--- src/rtl/move_request_ctrl_pkg.sv ---
// Shared definitions for the move request controller: board geometry, key directions,
// FSM state codes and the small board-index helpers.
package move_request_ctrl_pkg;

  localparam int POS_W   = 5;
  localparam int NIB_W   = 4;
  localparam int BOARD_N = 16;

  typedef enum logic [1:0] {
    DIR_UP    = 2'd0,
    DIR_DOWN  = 2'd1,
    DIR_LEFT  = 2'd2,
    DIR_RIGHT = 2'd3
  } dirT;

  localparam logic [2:0] ST_SCAN   = 3'd0;
  localparam logic [2:0] ST_IDLE   = 3'd1;
  localparam logic [2:0] ST_CHECK  = 3'd2;
  localparam logic [2:0] ST_ISSUE  = 3'd3;
  localparam logic [2:0] ST_SETTLE = 3'd4;

  typedef struct packed {
    logic       legal;
    logic [3:0] from;
  } moveCheckT;

  function automatic logic [NIB_W-1:0] nibbleAt(input logic [BOARD_N*NIB_W-1:0] board,
                                                input logic [3:0] idx);
    return board[{idx, 2'b00} +: NIB_W];
  endfunction

  // b is the 0-based blank index; the tile that slides into the blank sits at 'from'.
  function automatic moveCheckT checkMove(input dirT dir, input logic [3:0] b);
    moveCheckT r;
    r.legal = 1'b0;
    r.from  = b;
    case (dir)
      DIR_UP:    begin r.legal = (b[3:2] != 2'd3); r.from = b + 4'd4; end
      DIR_DOWN:  begin r.legal = (b[3:2] != 2'd0); r.from = b - 4'd4; end
      DIR_LEFT:  begin r.legal = (b[1:0] != 2'd3); r.from = b + 4'd1; end
      DIR_RIGHT: begin r.legal = (b[1:0] != 2'd0); r.from = b - 4'd1; end
      default:   r.legal = 1'b0;
    endcase
    return r;
  endfunction

endpackage

--- src/rtl/move_request_ctrl_key_edge_sync.sv ---
// Two-flop synchroniser for a raw key level followed by a rising-edge detector;
// press is high for one cycle per 0->1 transition of the key.
module key_edge_sync (
  input  logic clk,
  input  logic resetn,
  input  logic keyRaw,
  output logic press
);

  logic sync1, sync2, sync2Q;

  always_ff @(posedge clk) begin
    if (!resetn) begin
      sync1  <= 1'b0;
      sync2  <= 1'b0;
      sync2Q <= 1'b0;
    end else begin
      sync1  <= keyRaw;
      sync2  <= sync1;
      sync2Q <= sync2;
    end
  end

  assign press = sync2 & ~sync2Q;

endmodule

--- src/rtl/move_request_ctrl.sv ---
// Turns key presses into moveFrom/moveTo requests for the game board datapath, tracking the
// blank tile (found by a serial scan after reset) and counting legal moves.
//
// state  | meaning
// SCAN   | walking block_state one nibble per cycle looking for the blank
// IDLE   | waiting for a press; locked (press rejected) while if_win is high
// CHECK  | edge-of-board legality test for the latched direction
// ISSUE  | move presented to the datapath for one cycle
// SETTLE | datapath register and if_win catch up
module move_request_ctrl
  import move_request_ctrl_pkg::*;
#(
  parameter logic [POS_W-1:0] INIT_BLANK_POS = 5'd16,
  parameter int               COUNT_W        = 16
) (
  input  logic                     clk,
  input  logic                     resetn,
  input  logic                     key_up,
  input  logic                     key_down,
  input  logic                     key_left,
  input  logic                     key_right,
  input  logic [BOARD_N*NIB_W-1:0] block_state,
  input  logic                     if_win,
  output logic [POS_W-1:0]         move_from,
  output logic [POS_W-1:0]         move_to,
  output logic                     move_strobe,
  output logic                     rejected,
  output logic                     busy,
  output logic [POS_W-1:0]         blank_pos,
  output logic [COUNT_W-1:0]       move_count,
  output logic                     scan_err
);

  logic pressUp, pressDown, pressLeft, pressRight, anyPress;
  logic [2:0] state;
  logic [3:0] scanIdx, fromReg, bIdx;
  logic found, scanErr, issueNow, scanHit;
  logic [POS_W-1:0] blankPos;
  logic [COUNT_W-1:0] moveCount;
  dirT dirReg, pressDir;
  moveCheckT chk;

  key_edge_sync uSyncUp    (.clk(clk), .resetn(resetn), .keyRaw(key_up),    .press(pressUp));
  key_edge_sync uSyncDown  (.clk(clk), .resetn(resetn), .keyRaw(key_down),  .press(pressDown));
  key_edge_sync uSyncLeft  (.clk(clk), .resetn(resetn), .keyRaw(key_left),  .press(pressLeft));
  key_edge_sync uSyncRight (.clk(clk), .resetn(resetn), .keyRaw(key_right), .press(pressRight));

  assign anyPress = pressUp | pressDown | pressLeft | pressRight;

  always_comb begin
    pressDir = DIR_RIGHT;
    if (pressUp)        pressDir = DIR_UP;
    else if (pressDown) pressDir = DIR_DOWN;
    else if (pressLeft) pressDir = DIR_LEFT;
  end

  // Position 16 wraps to index 15 through the 4-bit subtract.
  assign bIdx    = blankPos[3:0] - 4'd1;
  assign chk     = checkMove(dirReg, bIdx);
  assign scanHit = (nibbleAt(block_state, scanIdx) == 4'd0);

  always_ff @(posedge clk) begin
    if (!resetn) begin
      state     <= ST_SCAN;
      scanIdx   <= 4'd0;
      found     <= 1'b0;
      blankPos  <= INIT_BLANK_POS;
      fromReg   <= 4'd0;
      dirReg    <= DIR_UP;
      moveCount <= '0;
      scanErr   <= 1'b0;
    end else begin
      case (state)
        ST_SCAN: begin
          if (!found && scanHit) begin
            found    <= 1'b1;
            blankPos <= {1'b0, scanIdx} + 5'd1;
            if (({1'b0, scanIdx} + 5'd1) != INIT_BLANK_POS) scanErr <= 1'b1;
          end
          if (scanIdx == 4'(BOARD_N - 1)) begin
            state <= ST_IDLE;
            if (!found && !scanHit) scanErr <= 1'b1;
          end
          scanIdx <= scanIdx + 4'd1;
        end
        ST_IDLE: begin
          if (anyPress && !if_win) begin
            dirReg <= pressDir;
            state  <= ST_CHECK;
          end
        end
        ST_CHECK: begin
          if (chk.legal) begin
            fromReg <= chk.from;
            state   <= ST_ISSUE;
          end else begin
            state <= ST_IDLE;
          end
        end
        ST_ISSUE: begin
          blankPos <= {1'b0, fromReg} + 5'd1;
          if (moveCount != '1) moveCount <= moveCount + COUNT_W'(1);
          state <= ST_SETTLE;
        end
        ST_SETTLE: state <= ST_IDLE;
        default:   state <= ST_SCAN;
      endcase
    end
  end

  // Gated by resetn so a reset sampled during ISSUE never lets the move reach the datapath.
  assign issueNow    = (state == ST_ISSUE) && resetn;
  assign move_strobe = issueNow;
  assign move_to     = blankPos;
  assign move_from   = issueNow ? ({1'b0, fromReg} + 5'd1) : blankPos;
  assign rejected    = resetn && ((anyPress && ((state != ST_IDLE) || if_win)) ||
                                  ((state == ST_CHECK) && !chk.legal));
  assign busy        = (state != ST_IDLE);
  assign blank_pos   = blankPos;
  assign move_count  = moveCount;
  assign scan_err    = scanErr;

endmodule

--- config.mk ---
export PLATFORM = sky130hd
export DESIGN_NAME = move_request_ctrl
export DESIGN_NICKNAME = d
export VERILOG_FILES = /design/src/rtl/move_request_ctrl_pkg.sv /design/src/rtl/move_request_ctrl_key_edge_sync.sv /design/src/rtl/move_request_ctrl.sv
export SDC_FILE = /design/constraint.sdc
export NUM_CORES = 1
export LEC_CHECK = 0
export ABC_AREA = 1
export BUFFER_PORTS_ARGS = -buffer_cell sky130_fd_sc_hd__buf_2
export CELL_PAD_IN_SITES_DETAIL_PLACEMENT = 1
export CELL_PAD_IN_SITES_GLOBAL_PLACEMENT = 2
export CORE_UTILIZATION = 25
export DETAILED_ROUTE_END_ITERATION = 12
export PLACE_DENSITY = 0.79
export SLEW_MARGIN = 10
export SYNTH_ARGS = -nofsm -noshare
export SYNTH_HDL_FRONTEND = slang
export SYNTH_SLANG_ARGS = --single-unit
--- constraint.sdc ---
create_clock -name clk -period 2.57 [get_ports clk]
set_input_delay 0.514 -clock clk [delete_from_list [all_inputs] [get_ports clk]]
set_output_delay 0.514 -clock clk [all_outputs]
set_load 0.005 [all_outputs]
### After elaboration in Yosys (flattened, before gate mapping)

Index checks and enable logic that the tools add are counted.

* register bits after elaboration: 48
* input port bits: 71

* add/subtract/negate cells: 9
* equality and inequality tests: 16
* shifts and indexed selects: 1
* multiplexer cells: 15
* bitwise operators: 11
* reductions and logical operators: 25

Operator list (count)
* 64-bit by 7-bit variable part select with 4-bit output: 1
* 5-bit case mux with 4 select lines: 1
* 16-bit by 1-bit adder with 16-bit output, second input constant: 1
* 16-bit != test, second input constant: 1
* 3-bit case mux with 5 select lines: 1
* 2-bit AND reduction: 6
* 4-bit by 1-bit adder with 5-bit output, second input constant: 2
* 5-bit two-way mux: 2
* 2-bit != test, second input constant: 5
* 5-bit case mux with 2 select lines: 1
* 4-bit by 1-bit adder with 4-bit output, second input constant: 2
* 4-bit by 1-bit subtractor with 4-bit output, second input constant: 2
* 1-bit logical AND: 7
* 3-bit by 2-bit == test with 1-bit output, second input constant: 2
* 2-bit two-way mux: 3
* 3-bit two-way mux: 2
* 2-bit nonzero test: 3
* 1-bit two-way mux: 5
* 5-bit != test, second input constant: 1
* 4-bit by 3-bit adder with 4-bit output, second input constant: 1
* 1-bit AND: 4
* 2-bit == test, second input constant: 2
* 4-bit == test, second input constant: 1
* 1-bit logical NOT: 4
* other kinds (11): 17

### Longest topological paths before layout

Gate-level depths: netlist of the first run.

* depth after elaboration: 8
* depth in mapped cells: 15

### Hierarchy

Synthesis of the first run repeated with hierarchy kept, for this count alone.

* cell total of the unflattened synthesis: 437
* area total of the unflattened synthesis: 2875.3 um^2

By module, submodules not included
* move_request_ctrl: times used 1, cells an instance 393, area each 2504.9 um^2
* key_edge_sync: times used 4, cells an instance 11, area each 92.6 um^2

### Worst setup path before layout of the first run

Ideal clock, no wire load.

* path type: register -> register
* start point: register blankPos[0], in the netlist blank_pos[0]
* end point: register fromReg[3]
* setup time: 64 ps
* arrival: 2018 ps
* required time: 2506 ps
* slack: 488 ps
* cell stages (with the launch flop): 14
* path buffers: 0
* cells stage by stage: dfxtp_1 inv_1 ha_1 xnor2_1 inv_1 ha_1 a21oi_1 nor2_1 nor2_1 nand2_1 nand2_1 xor2_1 nor2_1 nor2_1

* cells in the longest elaborated chain, start to end: 4

Ends and longest elaborated chain
* start, declared: line move_request_ctrl.sv:38 `logic [POS_W-1:0] blankPos;`
* start signal, assigned: line move_request_ctrl.sv:77 `blankPos <= {1'b0, scanIdx} + 5'd1;`
* start signal, assigned: line move_request_ctrl.sv:101 `blankPos <= {1'b0, fromReg} + 5'd1;`
* 4-bit by 1-bit subtractor with 4-bit output (*): line move_request_ctrl.sv:58 `assign bIdx = blankPos[3:0] - 4'd1;`
* parallel branches: the longest is 1 deep, another holds 4-bit by 1-bit subtractor with 4-bit output
* 5-bit case mux with 4 select lines (*): line move_request_ctrl_pkg.sv:37 `case (dir)`
* 2-bit AND reduction (no source line)
* end signal, assigned: line move_request_ctrl.sv:94 `fromReg <= chk.from;`
* end, declared: line move_request_ctrl.sv:36 `logic [3:0] scanIdx, fromReg, bIdx;`

Mark *: on every way between the ends.
A chain may end at the register's enable or synchronous reset.

### Worst setup path after layout of the first run

* start point: register blankPos[0], in the netlist blank_pos[0]
* end point: output port rejected

* cells in the longest elaborated chain, start to end: 7

Ends and longest elaborated chain
* 4-bit by 1-bit subtractor with 4-bit output (*): line move_request_ctrl.sv:58
* 2-bit != test (tied with other cells): line move_request_ctrl_pkg.sv:40 `DIR_LEFT: begin r.legal = (b[1:0] != 2'd3); r.from = b + 4'd1; end`
* 5-bit case mux with 4 select lines (*): line move_request_ctrl_pkg.sv:37
* 1-bit logical NOT (*): line move_request_ctrl.sv:117 `((state == ST_CHECK) && !chk.legal));`
* 1-bit logical AND (*): line move_request_ctrl.sv:117
* 1-bit logical OR (*): line move_request_ctrl.sv:116 `assign rejected = resetn && ((anyPress && ((state != ST_IDLE) || if_win)) ||`
* 1-bit logical AND (*): line move_request_ctrl.sv:116
* end, declared: line move_request_ctrl.sv:27 `output logic rejected,`

Mark *: on every way between the ends. The rest lies on a longest branch, timed or not.

==> summary by stage, run 1 <==
Route
Dividing the detail-routed via count by the number of cells gives 4.41. For this run, design rule violations remaining after detail routing come to 0. The average routed wire per standard cell is approximately 12 µm. The total wirelength of the detailed-routed design is 8.39 mm. The number of nets with antenna violations after routing is 0.

The routed layout has 3028 vias. Before antenna repair, the detailed router went through 3 iterations. The initial DRC count is 94.

Logic synthesis
The share of the synthesized area in the top cell type is 33.5%. The total of warnings raised by yosys is 0. After synthesis, the mean cell area works out to 6.50 µm². For this run, the register share of the synthesized area comes to around a third. The number of different library cells used by synthesis comes to 35. The fraction of synthesis flops using an asynchronous set or reset pin is 0%.

The number of cells produced by synthesis is ~440. In the post-synthesis netlist, the cell with the most instances is nand2_1. The number of nets in the synthesized netlist is 520. Sorting the synthesized cells by area gives the leading types as dfxtp_1 (34%), nand2_1 (12%), nor2_1 (9.2%), inv_1 (9.0%), o21ai_0 (5.4%). The post-synthesis cell area is 2870 µm². dfxtp_1 takes more of the synthesized area than any other cell. After synthesis the netlist holds a flip-flop and latch count of 48. The number of enable-type register cells in the synthesized netlist is 0. By count the netlist is led by nand2_1 (91), nor2_1 (70), inv_1 (69), dfxtp_1 (48), o21ai_0 (31). The most instantiated flip-flop cell in the synthesis netlist is dfxtp_1.

Global route
The overall fraction of global-route tracks in use is 14.9%. The initial antenna violation count is 0. The via count of the first global-routing pass is just over 3000. The total overflow left after global routing is 0.

The largest net degree at the start of global routing is 37. The first-pass GRT wire length is around 14 mm.

Worst setup path
The nature of the critical path endpoint is an output port. The delay of the slowest critical-path stage is 390 ps. The worst-path cell with the longest stage delay is dfxtp_4. For the worst setup path, the data arrival time is 1860 ps. The critical path is of the reg2out type. The endpoint required time on the critical path is 2060 ps.

The library cell appearing most often on the critical path is nand2_1. STA classifies the critical path startpoint as a register. Traced cell by cell, the critical path runs through inv_2 > ha_1 > inv_1 > nand2_1 > a31oi_1 > nand3_1 > nand2_1 > nand2_1 > a21oi_2 > buf_2. The largest fanout on the critical path is 7.

CTS
The insertion delay of the later-clocked pin in the worst-skew pair is 290 ps. After clock tree synthesis, the flow added hold-fix buffers numbering 0. The clock net in this run drives a total of 48 sinks.

TritonCTS created 5 clock buffers. The CTS root buffer is clkbuf_16. The number of buffers between clock root and the deepest sink is 2. The CTS tree is yes. The clock transition at the registers of the reported paths is 70 ps. The number of H-tree levels is 2.

Worst hold path
The tightest min-delay check is of the in2reg type.

Power and ir drop
The maximum resistive drop on vdd is 0.291 mV. In this run the power density over the cells is between 600 and 700 nW/µm². The analysis attributes to cell leakage a power of 1.81 nW.

Floorplanning
In this run the core area contains 38 standard-cell rows. The die outline height is roughly 110 µm. For this configuration, the core starts out at a cell density of between 20% and 30%.

The x dimension of the die is 109 µm. The die covers 11900 µm². For this design the top-level I/O count stands at 106.

After floorplanning, the core was sized to cover 11000 µm².

Final layout
The post-route cell area is 3750 µm². At the end of the flow, the number of nets in the layout was 624. Compared with the post-synthesis result, the final layout area differs by 30.8%.

The fraction of layout instances using a drive strength above 1 is 26.6%. Once layout is complete, the cells apart from fillers number 686. 0 antenna diodes ended up in the layout. The final core utilization is 34.0%.

Timing
For the final database, setup skew stands at 5.66 ps. In this run the tightest slew margin relative to its limit is 70.3%. The routed design could run at a clock period as short as about 2400 ps. The final-report hold violation count is 0. Timing would allow up to 0.421 GHz. The number of endpoints failing setup at the final stage is 0.

The final max-slew violation count is 0. The period utilization is ~90%. At the pin with the least slew margin, the transition time is 441 ps.

The post-layout worst setup margin is 197 ps.

Run
The max-cap violation count is 0.

Placement
The placed cell area is 3520 µm². The placed cell count is just under 700. The worst slack at placement is ~200 ps. The placer's final routability congestion estimate is 0.767. The HPWL after detailed placement is about 6.8 mm. Buffers placed on the I/O ports in this run total ~110.

Status
The run finished with clean final reports.
-- layout make-up --
cell class / count / area [µm²]
Multi-Input combinational cell: 306 / 1570
Tap cell: 140 / 175
Clock inverter: 3 / 68.8
Inverter: 74 / 278
Sequential cell: 48 / 967
Clock buffer: 5 / 125
Timing Repair Buffer: 110 / 563
Fill cell: 1453 / 7280
-- worst paths after layout --
check | startpoint | to | slack (ps) | cells after the start
worst min register to register | uSyncLeft.sync1 | uSyncLeft.sync2 | 410 | 2
worst max-delay path | blank_pos[0] | rejected | 200 | 10
worst max register to register | blank_pos[0] | fromReg[3] | 470 | 13
worst min-delay path | key_up | uSyncUp.sync1 | 400 | 3
-- layout by cell type (no fill, tap or decap), types with 2 or more instances in the layout --
master,synthesis,layout
or2_0,2,2
buf_4,6,5
nand2_1,91,91
buf_2,1,105
nand3b_1,7,7
xor2_1,8,7
dfxtp_2,0,2
clkbuf_16,0,5
a31oi_1,2,2
inv_2,5,6
nor3b_2,2,2
xnor2_1,3,2
ha_1,8,8
nand2_2,2,2
bufinv_16,0,2
nand3_2,2,2
o21ai_0,31,31
dfxtp_1,48,45
nor2_4,4,4
a21oi_1,26,25
inv_1,69,68
nor2_1,70,70
nand4_1,2,2
nor3_1,6,6
a211oi_1,2,2
nand3_1,28,28
-- state kept, by name (all words and copies together) (netlist names), 2 cells and up --
| register | count |
|---|---|
| dirReg | 2 |
| state | 3 |
| scanIdx | 4 |
| move_count | 16 |
| blank_pos | 5 |
| fromReg | 4 |
-- cell families (layout without fill, tap and decap cells) --
kind of cell	Yosys count	after routing	share of synthesized area [%]
simple gates	222	222	35.3
buf+inv	87	192	12.3
compound gates	63	63	11.3
flops	48	48	33.5
xor+xnor	11	11	3.36
fa+ha+maj	8	8	3.49
mux	2	2	0.742
-- through the flow --
step	power, W	TNS, ps	hold slack (ps)
2_1_floorplan	0.00131	0	390
3_3_place_gp	0.00151	0	393
3_5_place_dp	0.00153	0	401
4_1_cts	0.00239	0	400
5_1_grt	0.00257	-10.8	411
6_report	0.00238	0	404
-- timing repair --
action                                  4_1_cts  5_1_grt
cloned                                        0        0
endpoints found under the setup margin        1        2
buffers inserted                              0        1
pin swaps                                     0        1
gates resized for setup                       1        7
-- power breakdown --
| group | leakage, nW | switching, W | internal, W | total, W |
|---|---|---|---|---|
| clock | 0.0944 | 0.000295 | 0.000561 | 0.000856 |
| sequential | 0.392 | 0.0000591 | 0.000794 | 0.000853 |
| combinational | 1.33 | 0.000386 | 0.000287 | 0.000674 |
-- worst max-delay path: cells and delay by family, from the launching register on --
family | cells | cell delay, ps
adders and majority gates | 1 | 300
buffers and inverters | 3 | 270
DFF | 1 | 390
AOI/OAI and AO/OA | 2 | 280
and+or+nand+nor | 4 | 340
-- routing by layer --
metal  global-route usage (%)  share of wire, %  wire, µm
met1                     18.7                48      4040
met4                     3.28              0.69        58
met5                        0                 0         0
met2                     26.7                49      4090
met3                     2.27               2.4       199
Note: power is estimated with default switching activity, not from simulation.
==> inputs of run 2 (changes only) <==
--- a/config.mk
+++ b/config.mk
@@ -5,14 +5,12 @@
 export SDC_FILE = /design/constraint.sdc
 export NUM_CORES = 1
 export LEC_CHECK = 0
-export ABC_AREA = 1
 export BUFFER_PORTS_ARGS = -buffer_cell sky130_fd_sc_hd__buf_2
 export CELL_PAD_IN_SITES_DETAIL_PLACEMENT = 1
 export CELL_PAD_IN_SITES_GLOBAL_PLACEMENT = 2
-export CORE_UTILIZATION = 25
+export CORE_UTILIZATION = 27
 export DETAILED_ROUTE_END_ITERATION = 12
-export PLACE_DENSITY = 0.79
-export SLEW_MARGIN = 10
+export PLACE_DENSITY = 0.8
 export SYNTH_ARGS = -nofsm -noshare
 export SYNTH_HDL_FRONTEND = slang
 export SYNTH_SLANG_ARGS = --single-unit
==> run 2 against run 1 <==
- the flow now finishes with violations (setup timing)
- wire length decreased by 5.0%
- worst setup slack got worse by 520 ps
- global-route usage rose by 1.6 points
- clock-buffer cell count unchanged
- sequential share of layout area rose by 1.5 points
- area after synthesis is 5.3% lower
- register-to-register slack got worse by 90 ps
- final cell count shrank 16%
- die area is 12% lower
- utilization grew 2.2 points
- critical path type unchanged
==> summary by stage, run 2 <==
Logic synthesis
The synthesis-stage register bit count is 48 (unchanged). In the post-synthesis netlist, the biggest area contributors are dfxtp_1 (35%), nand2_1 (6.6%), xnor2_1 (4.5%), xor2_1 (4.2%), nor4_1 (3.9%). The number of cells produced by synthesis is 334 (-24%). The proportion of synthesized chip area in sequential cells is 35.4% (+1.9 points). Counting instances in the post-synthesis netlist gives the leading cell types as dfxtp_1 (48), nand2_1 (48), nor2_1 (25), nor4_1 (17). The fraction of synthesis flops using an asynchronous set or reset pin came to 0% (unchanged).

The count of unique library cells instantiated by Yosys is 47 (+34%). The post-synthesis cell type with the largest combined area is dfxtp_1. The share of the synthesized area in the top cell type is 35.4% (+1.9 points).

The average cell area after synthesis is 8.13 µm² (+25%). The number of nets in the synthesized netlist came to 413 (-21%). The number of enable-type register cells in the synthesized netlist is 0 (unchanged). For this run, the leading register cell type out of synthesis is dfxtp_1. The post-synthesis cell area is 2720 µm² (-5.3%).

The total of warnings raised by yosys is 0 (unchanged).

Worst setup path
Walking the worst path, the cells encountered are or2_1 > mux4_2 > mux2_2 > mux2_4 > nor3b_2 > o221a_1 > buf_2. The worst-path cell with the longest stage delay is mux4_2. The critical path start-end classification is reg2out.

The delay of the slowest critical-path stage is 470 ps (+80 ps). The largest fanout on the critical path is 6 (-1). The critical path arrival was 2380 ps (+520 ps). The source of the worst register-to-register timing path is dirReg[0]. The worst setup path is launched from a register. The endpoint required time on the critical path came to 2060 ps (about the same).

The worst setup path startpoint is dirReg[0]. The worst setup path is captured at an output port.

Power and ir drop
The leakage power summed over all cells is 1.60 nW (-12%). The maximum resistive drop on vdd is 0.246 mV (-16%). The power density normalized to cell area came to 485 nW/µm² (-24%).

Placement
The worst slack at placement is -35.8 ps (-238 ps). The count of input and output buffers was 105 (unchanged). The detailed-placement wirelength estimate is 6.44 mm (-5.3%). The placed cell area is 3410 µm² (-3.3%).

The placer's final routability congestion estimate is 0.769 (+0.22%).

Global route
The met3 demand-to-capacity share in global routing is 2.74% (+0.46 points). The initial antenna violation count is 0 (unchanged). The overall fraction of global-route tracks in use came to 16.5% (+1.6 points). The first-pass GRT wire length is 13.6 mm (-3.1%). The largest net degree at the start of global routing came to 30 (-19%). The met1 capacity usage during global routing is 20.2% (+1.6 points). The met2 demand-to-capacity share in global routing is 29.9% (+3.2 points). The via count of the first global-routing pass is 2824 (-8.1%). The overall overflow remaining after global route is 0 (unchanged).

The global-route layer with the greatest usage is met2.

Timing
The highest clock rate came to 0.346 GHz (-18%). The minimum clock period was 2890 ps (+521 ps). The final-report hold violation count is 0 (unchanged). The final max-slew violation count is 0 (unchanged). The transition time at the pin with the least slew margin was 570 ps (+128 ps).

The maximum clock skew at final layout came to 9.95 ps (+4.28 ps). The post-layout worst setup margin is -324 ps (-521 ps). The period utilization was 113% (+20 points). The max-slew headroom at the worst pin is 61.7% (-8.6 points). Setup repair after global routing could not meet its margin everywhere. The number of endpoints failing setup at the final stage is 1 (+1).

Route
The initial DRC count is 63 (-33%). The total DRC errors in the routed layout is 0 (unchanged). The average routed wire per standard cell was 13.9 µm (+14%). The number of nets with antenna violations after routing was 0 (unchanged). The total wirelength of the detailed-routed design came to 7.97 mm (-5.0%). The detailed-router iteration count before antenna repair came to 4 (+1).

The detailed-route vias per instance is 4.67 (+5.7%). The via count is 2679 (-12%).

Final layout
The number of flip-flops in the largest register is 16 (unchanged). The final net count came to 519 (-17%). The library cell used most frequently in the layout, excluding fill and tap cells, is buf_2.

The post-synthesis to final-layout area growth is 30.2%. The fraction of layout instances using a drive strength above 1 is 31.7% (+5.2 points). The post-route cell area came to 3530 µm² (-5.8%). The count of antenna diodes in the layout is 0 (unchanged).

The final core utilization was 36.2% (+2.2 points). In the layout the commonest cells are buf_2 (105), nand2_1 (48), dfxtp_1 (45). The fill cell total of the finished layout was 1250 (-14%).

Run
The max-cap violation count came to 0 (unchanged).

Worst hold path
The worst hold path begins at key_up. The class of the worst hold path is in2reg.

Floorplanning
The x dimension of the die is 102 µm (-6.3%). The initial standard-cell utilization of the core was 27.8% (+1.8 points). The die outline height is 102 µm (-6.3%). The standard-cell row count is 36 (-5.3%). The boundary pin count is 106 (unchanged).

The die area was 10500 µm² (-12%). The area of the core region is 9770 µm² (-11%).

CTS
TritonCTS built the clock tree. The insertion delay of the later-clocked pin in the worst-skew pair is 310 ps (+20 ps). The number of buffers added by the clock tree synthesis step is 5 (unchanged). The CTS root buffer is clkbuf_8. The number of buffers between clock root and the deepest sink came to 2 (unchanged). The post-cts hold buffer count is 0 (unchanged). The number of sinks on the clock net is 48 (unchanged). The number of H-tree levels came to 2 (unchanged). The clock transition at the registers of the reported paths is 90 ps (+20 ps).

Status
The checks that failed: setup timing. The flow ran to the end, but the final reports show violations.
run 2: cell count changes in the layout (fill, tap and decap cells not counted), sizes merged, moves of 12 or more:
cell / delta
inv: -66
nand3: -14
nand2: -46
nor2: -50
o21ai: -20
a21oi: -12
and2: +16
nor4: +17
run 2: repair_timing:
action | CTS | global route
pin swaps | 1 | 0
buffers inserted | 1 | 0
setup endpoints to repair | 1 | 1
gates resized for setup | 4 | 0
run 2: critical path: cells and delay by family, from the launching register on:
kind	cells	cell delay, ps
AOI/OAI and AO/OA	1	200
muxes	3	1030
buffers and inverters	1	110
DFF	1	360
and+or+nand+nor	2	390
run 2: where the power goes:
group	switching, W	internal, W
clock	0.000269	0.000293
sequential	0.0000213	0.000767
combinational	0.000172	0.000191
total	0.000462	0.00125
run 2: cell type report:
cell class | count | area, µm² | share of cell area, %
clock buffer | 5 | 68.8 | 1.95
inverter | 9 | 33.8 | 0.956
timing repair buffer | 117 | 616 | 17.4
tap | 133 | 166 | 4.71
clock inverter | 3 | 47.5 | 1.35
sequential | 48 | 965 | 27.3
multi-input combinational | 259 | 1640 | 46.3
run 2: final timing paths:
kind                            slack (ps)  cells past startpoint               to
worst max-delay path                  -320                      7         rejected
worst min-delay path                   410                      2    uSyncUp.sync1
worst max register to register         380                      7       fromReg[2]
worst min register to register         440                      1  uSyncLeft.sync2
run 2: cells by family after synthesis:
kind of cell,count (synthesis),synth area share (%)
muxes,10,4.88
xor gates and xnor gates,27,8.71
buffers and inverters,27,4.75
and+or+nand+nor,168,31.8
AOI/OAI and AO/OA,46,10.8
adders and majority gates,8,3.69
DFF,48,35.4
run 2: per-stage QoR:
step / std cells / hold WS, ps / TNS (ps) / power (W)
3_5_place_dp: 565 / 424 / -35.8 / 0.00117
2_1_floorplan: 334 / 412 / 0 / 0.00103
6_report: 574 / 409 / -324 / 0.00171
3_3_place_gp: 565 / 415 / 0 / 0.00116
5_1_grt: 574 / 395 / -443 / 0.00181
4_1_cts: 574 / 399 / -344 / 0.00174
run 2: metal layers:
layer / wire length [µm] / part of all wire [%]
met5: 0 / 0
met4: 97 / 1.2
met3: 272 / 3.4
met2: 4010 / 50
met1: 3590 / 45
==> inputs of run 3 (changes only) <==
--- a/config.mk
+++ b/config.mk
@@ -9,6 +9,8 @@
 export CELL_PAD_IN_SITES_DETAIL_PLACEMENT = 1
 export CELL_PAD_IN_SITES_GLOBAL_PLACEMENT = 2
 export CORE_UTILIZATION = 27
+export CTS_BUF_LIST = sky130_fd_sc_hd__clkbuf_16
+export CTS_CLUSTER_SIZE = 10
 export DETAILED_ROUTE_END_ITERATION = 12
 export PLACE_DENSITY = 0.8
 export SYNTH_ARGS = -nofsm -noshare
==> run 3 against run 2 <==
- the run still ends with setup timing left
- highest routed layer unchanged
- worst setup slack improved by 18 ps
- first-iteration DRC count down 14%
- critical path depth is the same
- combinational power is essentially flat
- utilization increased by 0.58 points
- largest power group unchanged
==> summary by stage, run 3 (synthesis gave the netlist of run 2 again) <==
Status
The flow ran to the end, but the final reports show violations. The final reports fail on setup timing.

CTS
The number of sinks on the clock net is 48 (unchanged). The number of buffers added by the clock tree synthesis step came to 5 (unchanged). The insertion delay of the later-clocked pin in the worst-skew pair is 290 ps (-20 ps). The number of buffers between clock root and the deepest sink is 2 (unchanged). The post-cts hold buffer count was 0 (unchanged).

TritonCTS built the clock tree. The number of H-tree levels is 2 (unchanged). The clock transition at the registers of the reported paths was 70 ps (-20 ps). The tree is rooted in a clkbuf_16.

Global route
The global-route layer with the greatest usage is met2. The largest net degree at the start of global routing is 30 (unchanged). The overall overflow remaining after global route was 0 (unchanged). The met2 demand-to-capacity share in global routing is 30.1% (+0.21 points). The met1 capacity usage during global routing came to 20.2% (unchanged). The first-pass GRT wire length is 13.7 mm (+0.41%). The via count of the first global-routing pass came to 2831 (+0.25%). The met3 demand-to-capacity share in global routing is 2.74% (unchanged). The overall fraction of global-route tracks in use came to 16.6% (+0.10 points). The initial antenna violation count is 0 (unchanged).

Floorplanning
The area of the core region is 9770 µm² (unchanged). The initial standard-cell utilization of the core is 27.8% (unchanged). The x dimension of the die is 102 µm (unchanged). The die area is 10500 µm² (unchanged). The die outline height is 102 µm (unchanged).

The standard-cell row count is 36 (unchanged). The boundary pin count was 106 (unchanged).

Route
The via count came to 2676 (-0.11%). The average routed wire per standard cell is 13.9 µm (+0.25%). The detailed-route vias per instance is 4.66 (-0.11%).

The initial DRC count came to 54 (-14%). The total DRC errors in the routed layout is 0 (unchanged). The detailed-router iteration count before antenna repair is 4 (unchanged).

The number of nets with antenna violations after routing is 0 (unchanged). The total wirelength of the detailed-routed design came to 7.99 mm (+0.25%).

Timing
The max-slew headroom at the worst pin is 61.4% (-0.28 points). The hold slack is 428 ps (+18.6 ps). The number of endpoints failing setup at the final stage is 1 (unchanged). The minimum clock period came to 2880 ps (-18.1 ps).

The final-report hold violation count is 0 (unchanged). The maximum clock skew at final layout is 5.41 ps (-4.54 ps). The final max-slew violation count is 0 (unchanged). The transition time at the pin with the least slew margin is 574 ps (+4.18 ps). The final total negative setup slack came to -306 ps (+18.1 ps). The post-layout worst setup margin is -306 ps (+18.1 ps). The highest clock rate was 0.348 GHz (+0.63%). The period utilization is 112% (-0.70 points). Setup repair after global routing could not meet its margin everywhere.

Worst setup path
STA classifies the critical path startpoint as a register. The length in cells of the worst reg-to-reg path is 7 (unchanged). The endpoint required time on the critical path was 2060 ps (about the same). The largest fanout on the critical path is 6 (unchanged). The critical path start-end classification is reg2out. On the critical path the largest part of the delay comes from multiplexers. The endpoint identified for the worst register-to-register timing path is fromReg[2]. The delay of the slowest critical-path stage is 470 ps (about the same).

The worst setup path is captured at an output port. The worst-path cell with the longest stage delay is mux4_2. The register-to-register setup slack was 380 ps (about the same). The worst path buffer plus inverter count is 1 (unchanged). The source of the worst register-to-register timing path is dirReg[0]. The critical path arrival came to 2360 ps (-20 ps). The signal on the critical path passes through or2_1 > mux4_2 > mux2_2 > mux2_4 > nor3b_2 > o221a_1 > buf_2.

Final layout
The number of flip-flops in the largest register is 16 (unchanged). The fraction of layout instances using a drive strength above 1 is 31.7% (unchanged). The final net count was 519 (unchanged).

In the layout the commonest cells are buf_2 (105), nand2_1 (48), dfxtp_1 (45). The fill cell total of the finished layout is 1242 (-0.64%). The most common cell after layout, fill and taps aside is buf_2. From synthesis to final layout, the design area changed by 32.3%. The final core utilization is 36.7% (+0.58 points). The count of antenna diodes in the layout came to 0 (unchanged).

Placement
The placer's final routability congestion estimate is 0.769 (unchanged). The count of input and output buffers is 105 (unchanged). The detailed-placement wirelength estimate is 6.44 mm (unchanged).

Run
The max-cap violation count was 0 (unchanged).

Worst hold path
For hold timing, the worst endpoint is uSyncUp.sync1. The number of instances on the worst hold path is 2 (unchanged). The min-delay analysis places its worst path in the category in2reg. The launch point of the worst hold path is key_up.

Power and ir drop
The power density normalized to cell area came to 531 nW/µm² (+9.4%). The maximum resistive drop on vdd is 0.276 mV (+12%). The leakage power summed over all cells is 1.63 nW (+1.6%).
-- run 3: cell counts in the layout (fill, tap and decap cells not counted) --
No cell type changed its count.
-- run 3: power by group --
| group | total (W) | leakage (nW) | switching (W) | internal [W] |
|---|---|---|---|---|
| clock | 0.000753 | 0.0840 | 0.000291 | 0.000462 |
| combinational | 0.000363 | 1.15 | 0.000172 | 0.000191 |
| sequential | 0.000789 | 0.392 | 0.0000213 | 0.000767 |
| total | 0.00191 | 1.63 | 0.000485 | 0.00142 |
-- run 3: metrics by stage --
stage	instances	worst slack [ps]	cell area (µm²)	total power, W
detailed placement	565	-35.8	3410	0.00117
global route	574	-418	3590	0.00201
CTS	574	-319	3590	0.00193
floorplan	334	9.06	2740	0.00103
finish	574	-306	3590	0.00191
global placement	565	15.2	3410	0.00116
-- run 3: cell type report --
class                      instances  area [µm²]  area share, %
inverter                           9        33.8          0.941
tap                              133         166           4.63
multi-input combinational        259        1640           45.6
clock inverter                     3        47.5           1.32
timing repair buffer             117         616           17.1
sequential                        48         965           26.9
clock buffer                       5         125           3.48
-- run 3: routing by layer --
| metal | part of all wire, % | up-vias |
|---|---|---|
| li1 | - | 1374 |
| met4 | 1.1 | 0 |
| met3 | 3.2 | 7 |
| met1 | 45 | 1246 |
| met5 | 0 | - |
| met2 | 50 | 49 |
-- run 3: repair_timing --
action                                  4_1_cts  5_1_grt
endpoints found under the hold margin         0        0
pin swaps                                     1        0
setup buffers                                 1        0
resized for setup                             4        0
endpoints found under the setup margin        1        1
-- run 3: worst max path at each step --
stage                 start        to  slack (ps)  depth (start not counted)
2_1_floorplan  blank_pos[0]  rejected           9                          8
3_3_place_gp   blank_pos[1]  rejected          20                          8
3_5_place_dp      dirReg[0]  rejected         -40                          7
4_1_cts        blank_pos[3]  rejected        -320                          7
5_1_grt           dirReg[0]  rejected        -420                          7
6_report          dirReg[0]  rejected        -310                          7
